==> src/rtl/multicycle_controller.sv <==
// Moore control FSM for the shared multicycle RV32I datapath, with ALU-control and ImmSrc decode.
// Optional feature: define MC_CTRL_ILLEGAL_TRAP_EN to trap unsupported opcodes and add illegal_instr.
module multicycle_controller #(
  parameter int unsigned WAIT_MEM = 1
) (
  input  logic       clk,
  input  logic       reset,
  input  logic [6:0] Op,
  input  logic [2:0] funct3,
  input  logic       funct7,
  input  logic       Zero,
  input  logic       mem_ready,
  output logic       PCWrite,
  output logic       AdrSrc,
  output logic       MemWrite,
  output logic       IRWrite,
  output logic       RegWrite,
  output logic [1:0] ResultSrc,
  output logic [1:0] ALUSrcA,
  output logic [1:0] ALUSrcB,
  output logic [1:0] ImmSrc,
  output logic [2:0] ALUControl,
  output logic [3:0] state_o
`ifdef MC_CTRL_ILLEGAL_TRAP_EN
  ,
  output logic       illegal_instr
`endif
);

  typedef enum logic [3:0] {
    S_FETCH    = 4'd0,
    S_DECODE   = 4'd1,
    S_MEMADR   = 4'd2,
    S_MEMREAD  = 4'd3,
    S_MEMWB    = 4'd4,
    S_MEMWRITE = 4'd5,
    S_EXECR    = 4'd6,
    S_ALUWB    = 4'd7,
    S_EXECI    = 4'd8,
    S_JAL      = 4'd9,
    S_BEQ      = 4'd10,
    S_TRAP     = 4'd11
  } state_t;

  localparam logic [6:0] OP_LOAD  = 7'b0000011;
  localparam logic [6:0] OP_STORE = 7'b0100011;
  localparam logic [6:0] OP_RTYPE = 7'b0110011;
  localparam logic [6:0] OP_ITYPE = 7'b0010011;
  localparam logic [6:0] OP_JAL   = 7'b1101111;
  localparam logic [6:0] OP_BEQ   = 7'b1100011;

`ifdef MC_CTRL_ILLEGAL_TRAP_EN
  localparam state_t ILLEGAL_NEXT = S_TRAP;
`else
  localparam state_t ILLEGAL_NEXT = S_FETCH;
`endif

  state_t     state_q, state_d, out_state;
  logic       mem_ok;
  logic       pc_update, branch;
  logic       ir_write_raw, reg_write_raw, mem_write_raw;
  logic [1:0] alu_op;

  assign mem_ok = (WAIT_MEM == 0) ? 1'b1 : mem_ready;

  // NOTE: sequential state uses non-blocking assignments so every register samples pre-edge values.
  always_ff @(posedge clk) begin
    if (reset) state_q <= S_FETCH;
    else       state_q <= state_d;
  end

  // NOTE: each combinational output is given a default first, so no path can infer a latch.
  always_comb begin
    state_d = state_q;
    case (state_q)
      S_FETCH:    if (mem_ok) state_d = S_DECODE;
      S_DECODE: begin
        case (Op)
          OP_LOAD, OP_STORE: state_d = S_MEMADR;
          OP_RTYPE:          state_d = S_EXECR;
          OP_ITYPE:          state_d = S_EXECI;
          OP_JAL:            state_d = S_JAL;
          OP_BEQ:            state_d = S_BEQ;
          default:           state_d = ILLEGAL_NEXT;
        endcase
      end
      S_MEMADR:   state_d = Op[5] ? S_MEMWRITE : S_MEMREAD;
      S_MEMREAD:  if (mem_ok) state_d = S_MEMWB;
      S_MEMWB:    state_d = S_FETCH;
      S_MEMWRITE: if (mem_ok) state_d = S_FETCH;
      S_EXECR:    state_d = S_ALUWB;
      S_ALUWB:    state_d = S_FETCH;
      S_EXECI:    state_d = S_ALUWB;
      S_JAL:      state_d = S_ALUWB;
      S_BEQ:      state_d = S_FETCH;
      S_TRAP:     state_d = ILLEGAL_NEXT;
      default:    state_d = S_FETCH;
    endcase
  end

  // While reset is high the selects decode as FETCH and every write enable is masked.
  assign out_state = reset ? S_FETCH : state_q;

  always_comb begin
    pc_update     = 1'b0;
    branch        = 1'b0;
    ir_write_raw  = 1'b0;
    reg_write_raw = 1'b0;
    mem_write_raw = 1'b0;
    AdrSrc        = 1'b0;
    ResultSrc     = 2'b00;
    ALUSrcA       = 2'b00;
    ALUSrcB       = 2'b00;
    alu_op        = 2'b00;
    case (out_state)
      S_FETCH: begin
        ir_write_raw = mem_ok;
        pc_update    = mem_ok;
        ALUSrcB      = 2'b10;
        ResultSrc    = 2'b10;
      end
      S_DECODE: begin
        ALUSrcA = 2'b01;
        ALUSrcB = 2'b01;
      end
      S_MEMADR: begin
        ALUSrcA = 2'b10;
        ALUSrcB = 2'b01;
      end
      S_MEMREAD:  AdrSrc = 1'b1;
      S_MEMWB: begin
        ResultSrc     = 2'b01;
        reg_write_raw = 1'b1;
      end
      S_MEMWRITE: begin
        AdrSrc        = 1'b1;
        mem_write_raw = 1'b1;
      end
      S_EXECR: begin
        ALUSrcA = 2'b10;
        alu_op  = 2'b10;
      end
      S_ALUWB:    reg_write_raw = 1'b1;
      S_EXECI: begin
        ALUSrcA = 2'b10;
        ALUSrcB = 2'b01;
        alu_op  = 2'b10;
      end
      S_JAL: begin
        ALUSrcA   = 2'b01;
        ALUSrcB   = 2'b10;
        pc_update = 1'b1;
      end
      S_BEQ: begin
        ALUSrcA = 2'b10;
        alu_op  = 2'b01;
        branch  = 1'b1;
      end
      default: ;
    endcase
  end

  assign PCWrite  = (pc_update | (branch & Zero)) & ~reset;
  assign IRWrite  = ir_write_raw & ~reset;
  assign RegWrite = reg_write_raw & ~reset;
  assign MemWrite = mem_write_raw & ~reset;

  // ALUOp 10 decodes funct3; funct7 selects sub only for register-register ops (Op[5]=1).
  always_comb begin
    ALUControl = 3'b000;
    case (alu_op)
      2'b01: ALUControl = 3'b001;
      2'b10: begin
        case (funct3)
          3'b000:  ALUControl = ({Op[5], funct7} == 2'b11) ? 3'b001 : 3'b000;
          3'b010:  ALUControl = 3'b101;
          3'b110:  ALUControl = 3'b011;
          3'b111:  ALUControl = 3'b010;
          default: ALUControl = 3'b000;
        endcase
      end
      default: ALUControl = 3'b000;
    endcase
  end

  always_comb begin
    case (Op)
      OP_STORE: ImmSrc = 2'b01;
      OP_BEQ:   ImmSrc = 2'b10;
      OP_JAL:   ImmSrc = 2'b11;
      default:  ImmSrc = 2'b00;
    endcase
  end

  assign state_o = state_q;

`ifdef MC_CTRL_ILLEGAL_TRAP_EN
  assign illegal_instr = (state_q == S_TRAP);
`endif

endmodule
==> config.mk <==
export PLATFORM = sky130hd
export DESIGN_NAME = multicycle_controller
export DESIGN_NICKNAME = d
export VERILOG_FILES = /design/src/rtl/multicycle_controller.sv
export SDC_FILE = /design/constraint.sdc
export NUM_CORES = 1
export LEC_CHECK = 0
export ABC_CLOCK_PERIOD_IN_PS = 1900
export CORE_MARGIN = 2
export CORE_UTILIZATION = 37
export CTS_BUF_LIST = sky130_fd_sc_hd__clkbuf_2 sky130_fd_sc_hd__clkbuf_4 sky130_fd_sc_hd__clkbuf_8
export CTS_CLUSTER_SIZE = 20
export DETAILED_ROUTE_END_ITERATION = 8
export PLACE_DENSITY_LB_ADDON = 0.05
export SLEW_MARGIN = 5
export SYNTH_ARGS = -nofsm -noshare
export SYNTH_HDL_FRONTEND = slang
export SYNTH_SLANG_ARGS = --single-unit
==> constraint.sdc <==
create_clock -name clk -period 1.9 [get_ports clk]
set_clock_uncertainty 0.15 [all_clocks]
set_input_delay 0.38 -clock clk [delete_from_list [all_inputs] [get_ports clk]]
set_output_delay 0.38 -clock clk [all_outputs]
set_load 0.1 [all_outputs]
==> results of run 1 <==
[kinds of logic after synthesis]
logic type | share of synthesized area (%)
XOR/XNOR | 5.00
adder cells (fa/ha/maj) | 5.00
AO/OA/AOI/OAI | 23.6
buffers and inverters | 12.1
flip-flops | 11.4
AND/OR/NAND/NOR | 41.3
multiplexers | 1.61
[synth_stat cells, types with 2 or more instances]
| library cell | n |
|---|---|
| nor2_1 | 14 |
| nand2_1 | 8 |
| nor3_1 | 6 |
| inv_1 | 5 |
| dfxtp_1 | 4 |
| nand2b_1 | 4 |
| a21oi_1 | 3 |
| a31oi_1 | 3 |
| and3_1 | 3 |
| nand3b_1 | 3 |
| a211oi_2 | 2 |
| a21o_1 | 2 |
| buf_2 | 2 |
| buf_4 | 2 |
| buf_6 | 2 |
| ha_1 | 2 |
| nor2b_1 | 2 |
| nor4_1 | 2 |
| o21ai_1 | 2 |
| o21bai_1 | 2 |
| xnor2_1 | 2 |
| xor2_1 | 2 |
[what timing repair did]
item                                    in CTS
buffers inserted                             6
resized for setup                           46
endpoints found under the setup margin      18
pin swaps                                   10
[stage by stage]
| stage | cell area [sq um] | TNS, ps | hold WS [ps] |
|---|---|---|---|
| detailed placement | 1530 | -7070 | 522 |
| floorplan | 860 | -5970 | 337 |
| CTS | 1680 | -2670 | 496 |
| global placement | 1530 | -6010 | 512 |
==> impl_metrics.env, run 1 <==
export IMPL_ys_types=43
export IMPL_cts_buffers=3
export IMPL_fp_dieH_um=47.5
export IMPL_synth_top_area_cell="dfxtp_1"
export IMPL_failed_stage="5_1_grt"
export IMPL_syn_nets=115
export IMPL_synthTopCellsByArea="dfxtp_1, nor2_1, nor3_1, nand2_1, a211oi_2"
export IMPL_synth_edf_count=0
export IMPL_synthArstFlopShare_pct=0
export IMPL_status="aborted with a tool error"
export IMPL_ioPinCount=35
export IMPL_io_buffer_count=34
export IMPL_stop_error="[ERROR DPL-0038] Utilization greater than 100%, impossible to legalize"
export IMPL_endpoint_type="primary output"
export IMPL_synth_top_area_share_pct=11.4
export IMPL_yosys_warnings=0
export IMPL_synth_ff_type="dfxtp_1"
export IMPL_routabilityCongestion=0.803
export IMPL_grt_max_degree=16
export IMPL_clock_path_buffers=2
export IMPL_netlist_instances=98
export IMPL_die_x_um=47.5
export IMPL_rows=15
export IMPL_dp_cells=172
export IMPL_dp_hpwl_um=2130
export IMPL_syn_cell_area_sq_um=701
export IMPL_ys_ff_latch=4
export IMPL_cts_max_level=1
export IMPL_cts_hold_buffers=0
export IMPL_clk_root_buffer_cell="clkbuf_4"
export IMPL_grt_repair_worst_endpoint="ALUControl[2]"
export IMPL_cts_sinks=4
export IMPL_yosysSeqAreaShare_pct=11.4
export IMPL_avgSynthCellArea_sq_um=7.15
export IMPL_dp_worst_setup_slack_ps=-684
export IMPL_start_util_pct=40.1
==> run 2: changes to the inputs <==
ABC_CLOCK_PERIOD_IN_PS = 2500   (was 1900)
CORE_AREA = 2 2 63 65   (was not set)
CORE_MARGIN = not set   (was 2)
CORE_UTILIZATION = not set   (was 37)
CTS_BUF_LIST = not set   (was sky130_fd_sc_hd__clkbuf_2 sky130_fd_sc_hd__clkbuf_4 sky130_fd_sc_hd__clkbuf_8)
CTS_CLUSTER_SIZE = not set   (was 20)
DIE_AREA = 0 0 65 67   (was not set)
PLACE_DENSITY_LB_ADDON = 0.15   (was 0.05)
clock period = 2.5 ns   (was 1.9 ns; I/O delays follow)
==> impl_metrics.env, run 2 <==
export IMPL_status="completed"
export IMPL_power_frac_comb_pct=54.8
export IMPL_dp_hpwl_um=1890
export IMPL_grt_max_degree=15
export IMPL_largest_reg_flops=4
export IMPL_slew_headroom_pct=73.5
export IMPL_rsz0062_at_grt="yes"
export IMPL_syn2layout_area_growth_pct=132
export IMPL_fin_util_pct=45.2
export IMPL_grt_overflow=0
export IMPL_cp_arrival_ps=1840
export IMPL_fin_nets=175
export IMPL_cp_start_kind="flop"
export IMPL_highest_layer="met4"
export IMPL_yosysSeqAreaShare_pct=11.4
export IMPL_die_x_um=65
export IMPL_grt_pass1_wl_um=4000
export IMPL_netSwitchingFraction_pct=41.1
export IMPL_coreArea_sq_um=3610
export IMPL_drv_slew=0
export IMPL_dp_worst_setup_slack_ps=-287
export IMPL_fp_dieH_um=67
export IMPL_io_buffer_count=34
export IMPL_synthTopCellsByArea="dfxtp_1, nor2_1, nor3_1, nand2_1, a211oi_2"
export IMPL_vdd_drop_max_v=0.000248
export IMPL_max_cap_viol_count=0
export IMPL_nFillCells=352
export IMPL_clock_latency_ps=220
export IMPL_syn_cell_area_sq_um=701
export IMPL_synth_common_cells="nor2_1, nand2_1, nor3_1"
export IMPL_yosys_warnings=0
export IMPL_dp_cells=188
export IMPL_die_area_sq_um=4360
export IMPL_path_max_fanout=3
export IMPL_wl_um=2500
export IMPL_cts_buffers=3
export IMPL_cp_required_ps=1850
export IMPL_drt_iter0_drc=9
export IMPL_setup_violations=0
export IMPL_cts_max_level=1
export IMPL_grt_usage_pct=12.0
export IMPL_p_leak_nw=0.645
export IMPL_grt_pass1_vias=892
export IMPL_clock_path_buffers=2
export IMPL_start_util_pct=19.4
export IMPL_stdcell_count=204
export IMPL_multi_input_area_sq_um=699
export IMPL_routabilityCongestion=0.743
export IMPL_dr_wl_met2_um=1220
export IMPL_antenna_left=0
export IMPL_met1_length_um=1120
export IMPL_max_freq_mhz=402
export IMPL_worst_pin_slew_ps=394
export IMPL_ys_ff_latch=4
export IMPL_cts_clk_slew_worst_paths_ps=30
export IMPL_p_clk_share_pct=30.7
export IMPL_power_internal_uw=268
export IMPL_hold_class="reg -> reg"
export IMPL_cts_sinks=4
export IMPL_firstDrtPassIters=4
export IMPL_synth_top_area_share_pct=11.4
export IMPL_syn_nets=115
export IMPL_final_period_utilization_pct=99.6
export IMPL_clk_root_buffer_cell="clkbuf_8"
export IMPL_grt_antenna_before_repair=0
export IMPL_cts_tree="done"
export IMPL_layout_drive_gt1_share_pct=53.2
export IMPL_end_kind="output port"
export IMPL_min_period_ps=2490
export IMPL_final_cell_mix="buf_4, buf_12, clkdlybuf4s50_1"
export IMPL_layout_commonest_cell="buf_4"
export IMPL_synthArstFlopShare_pct=0
export IMPL_antenna_cells=0
export IMPL_synth_most_common_cell="nor2_1"
export IMPL_synth_ff_type="dfxtp_1"
export IMPL_rows=22
export IMPL_p_per_area_nw_per_um2=280
export IMPL_synth_top_area_cell="dfxtp_1"
export IMPL_hold_viol_final=0
export IMPL_dr_total_vias=953
export IMPL_timing_final_ws_setup_ps=10.8
export IMPL_ioPinCount=35
export IMPL_avgSynthCellArea_sq_um=7.15
export IMPL_switchingPower_uw=187
export IMPL_crit_type="reg -> out"
export IMPL_regArea_sq_um=95.1
export IMPL_netlist_instances=98
export IMPL_drc=0
export IMPL_place_area_sq_um=1450
export IMPL_wl_per_cell_um=12.2
export IMPL_wl_met3_um=132
export IMPL_synth_edf_count=0
export IMPL_final_cell_area_sq_um=1630
export IMPL_seqPwrFrac_pct=14.5
export IMPL_viasPerCell=4.67
export IMPL_ys_types=43
export IMPL_tns_ps=0
run 2: critical path, cell delays in order, from the launching register on:
cell and delay [ps]:
dfxtp_4 340, nor2_4 140, nand2_2 60, a211oi_2 240, inv_1 100, ha_4 260
nor4_4 260, buf_12 210
run 2: cell families (layout without fill, tap and decap cells):
kind of cell	count (synthesis)	after routing	share of synthesized area, %
AO/OA/AOI/OAI	21	21	23.6
buffers and inverters	13	71	12.1
XOR/XNOR	4	4	5.00
AND/OR/NAND/NOR	52	52	41.3
multiplexers	1	1	1.61
flip-flops	4	4	11.4
adder cells (fa/ha/maj)	3	3	5.00
run 2: final timing paths:
kind	from	end	slack, ps	depth (start not counted)
worst max-delay path	state_o[2]	ALUControl[2]	10	7
worst min-delay path	state_o[0]	state_o[1]	520	3
worst max register to register	state_o[1]	state_o[1]	840	5
worst min register to register	state_o[0]	state_o[1]	520	3
run 2: layout make-up:
cell class	count	share of cell area, %
Multi-Input combinational cell	81	42.9
Sequential cell	4	5.84
Inverter	5	1.15
Clock buffer	3	2.53
Timing Repair Buffer	63	43.9
Tap cell	48	3.69
run 2: routing by layer:
| layer | up-vias | global-route usage [%] |
|---|---|---|
| met1 | 449 | 15.3 |
| met5 | - | 0 |
| met4 | 0 | 3.19 |
| li1 | 476 | - |
| met3 | 4 | 3.72 |
| met2 | 24 | 19.5 |
run 2: metrics by stage:
step / hold slack [ps] / power (mW)
after CTS: 518 / 0.457
after floorplan: 457 / 0.216
final: 516 / 0.455
after global routing: 553 / 0.474
after global placement: 430 / 0.304
after detailed placement: 439 / 0.305
run 2: power groups by stage:
stage	Clock, mW	Sequential, mW	Combinational [mW]
CTS	0.142	0.0659	0.248
floorplan	0	0.0839	0.132
detailed placement	0	0.0762	0.229
global route	0.146	0.0665	0.262
finish	0.140	0.0661	0.249
global placement	0	0.0762	0.228
run 2: what timing repair did:
action                     4_1_cts  5_1_grt
hold buffers                     0        0
buffers inserted                 8        5
gates resized for setup          9        5
setup endpoints to repair        7        5
pin swaps                        3        7
hold endpoints to repair         0        0
(Power assumes the default switching activity.)
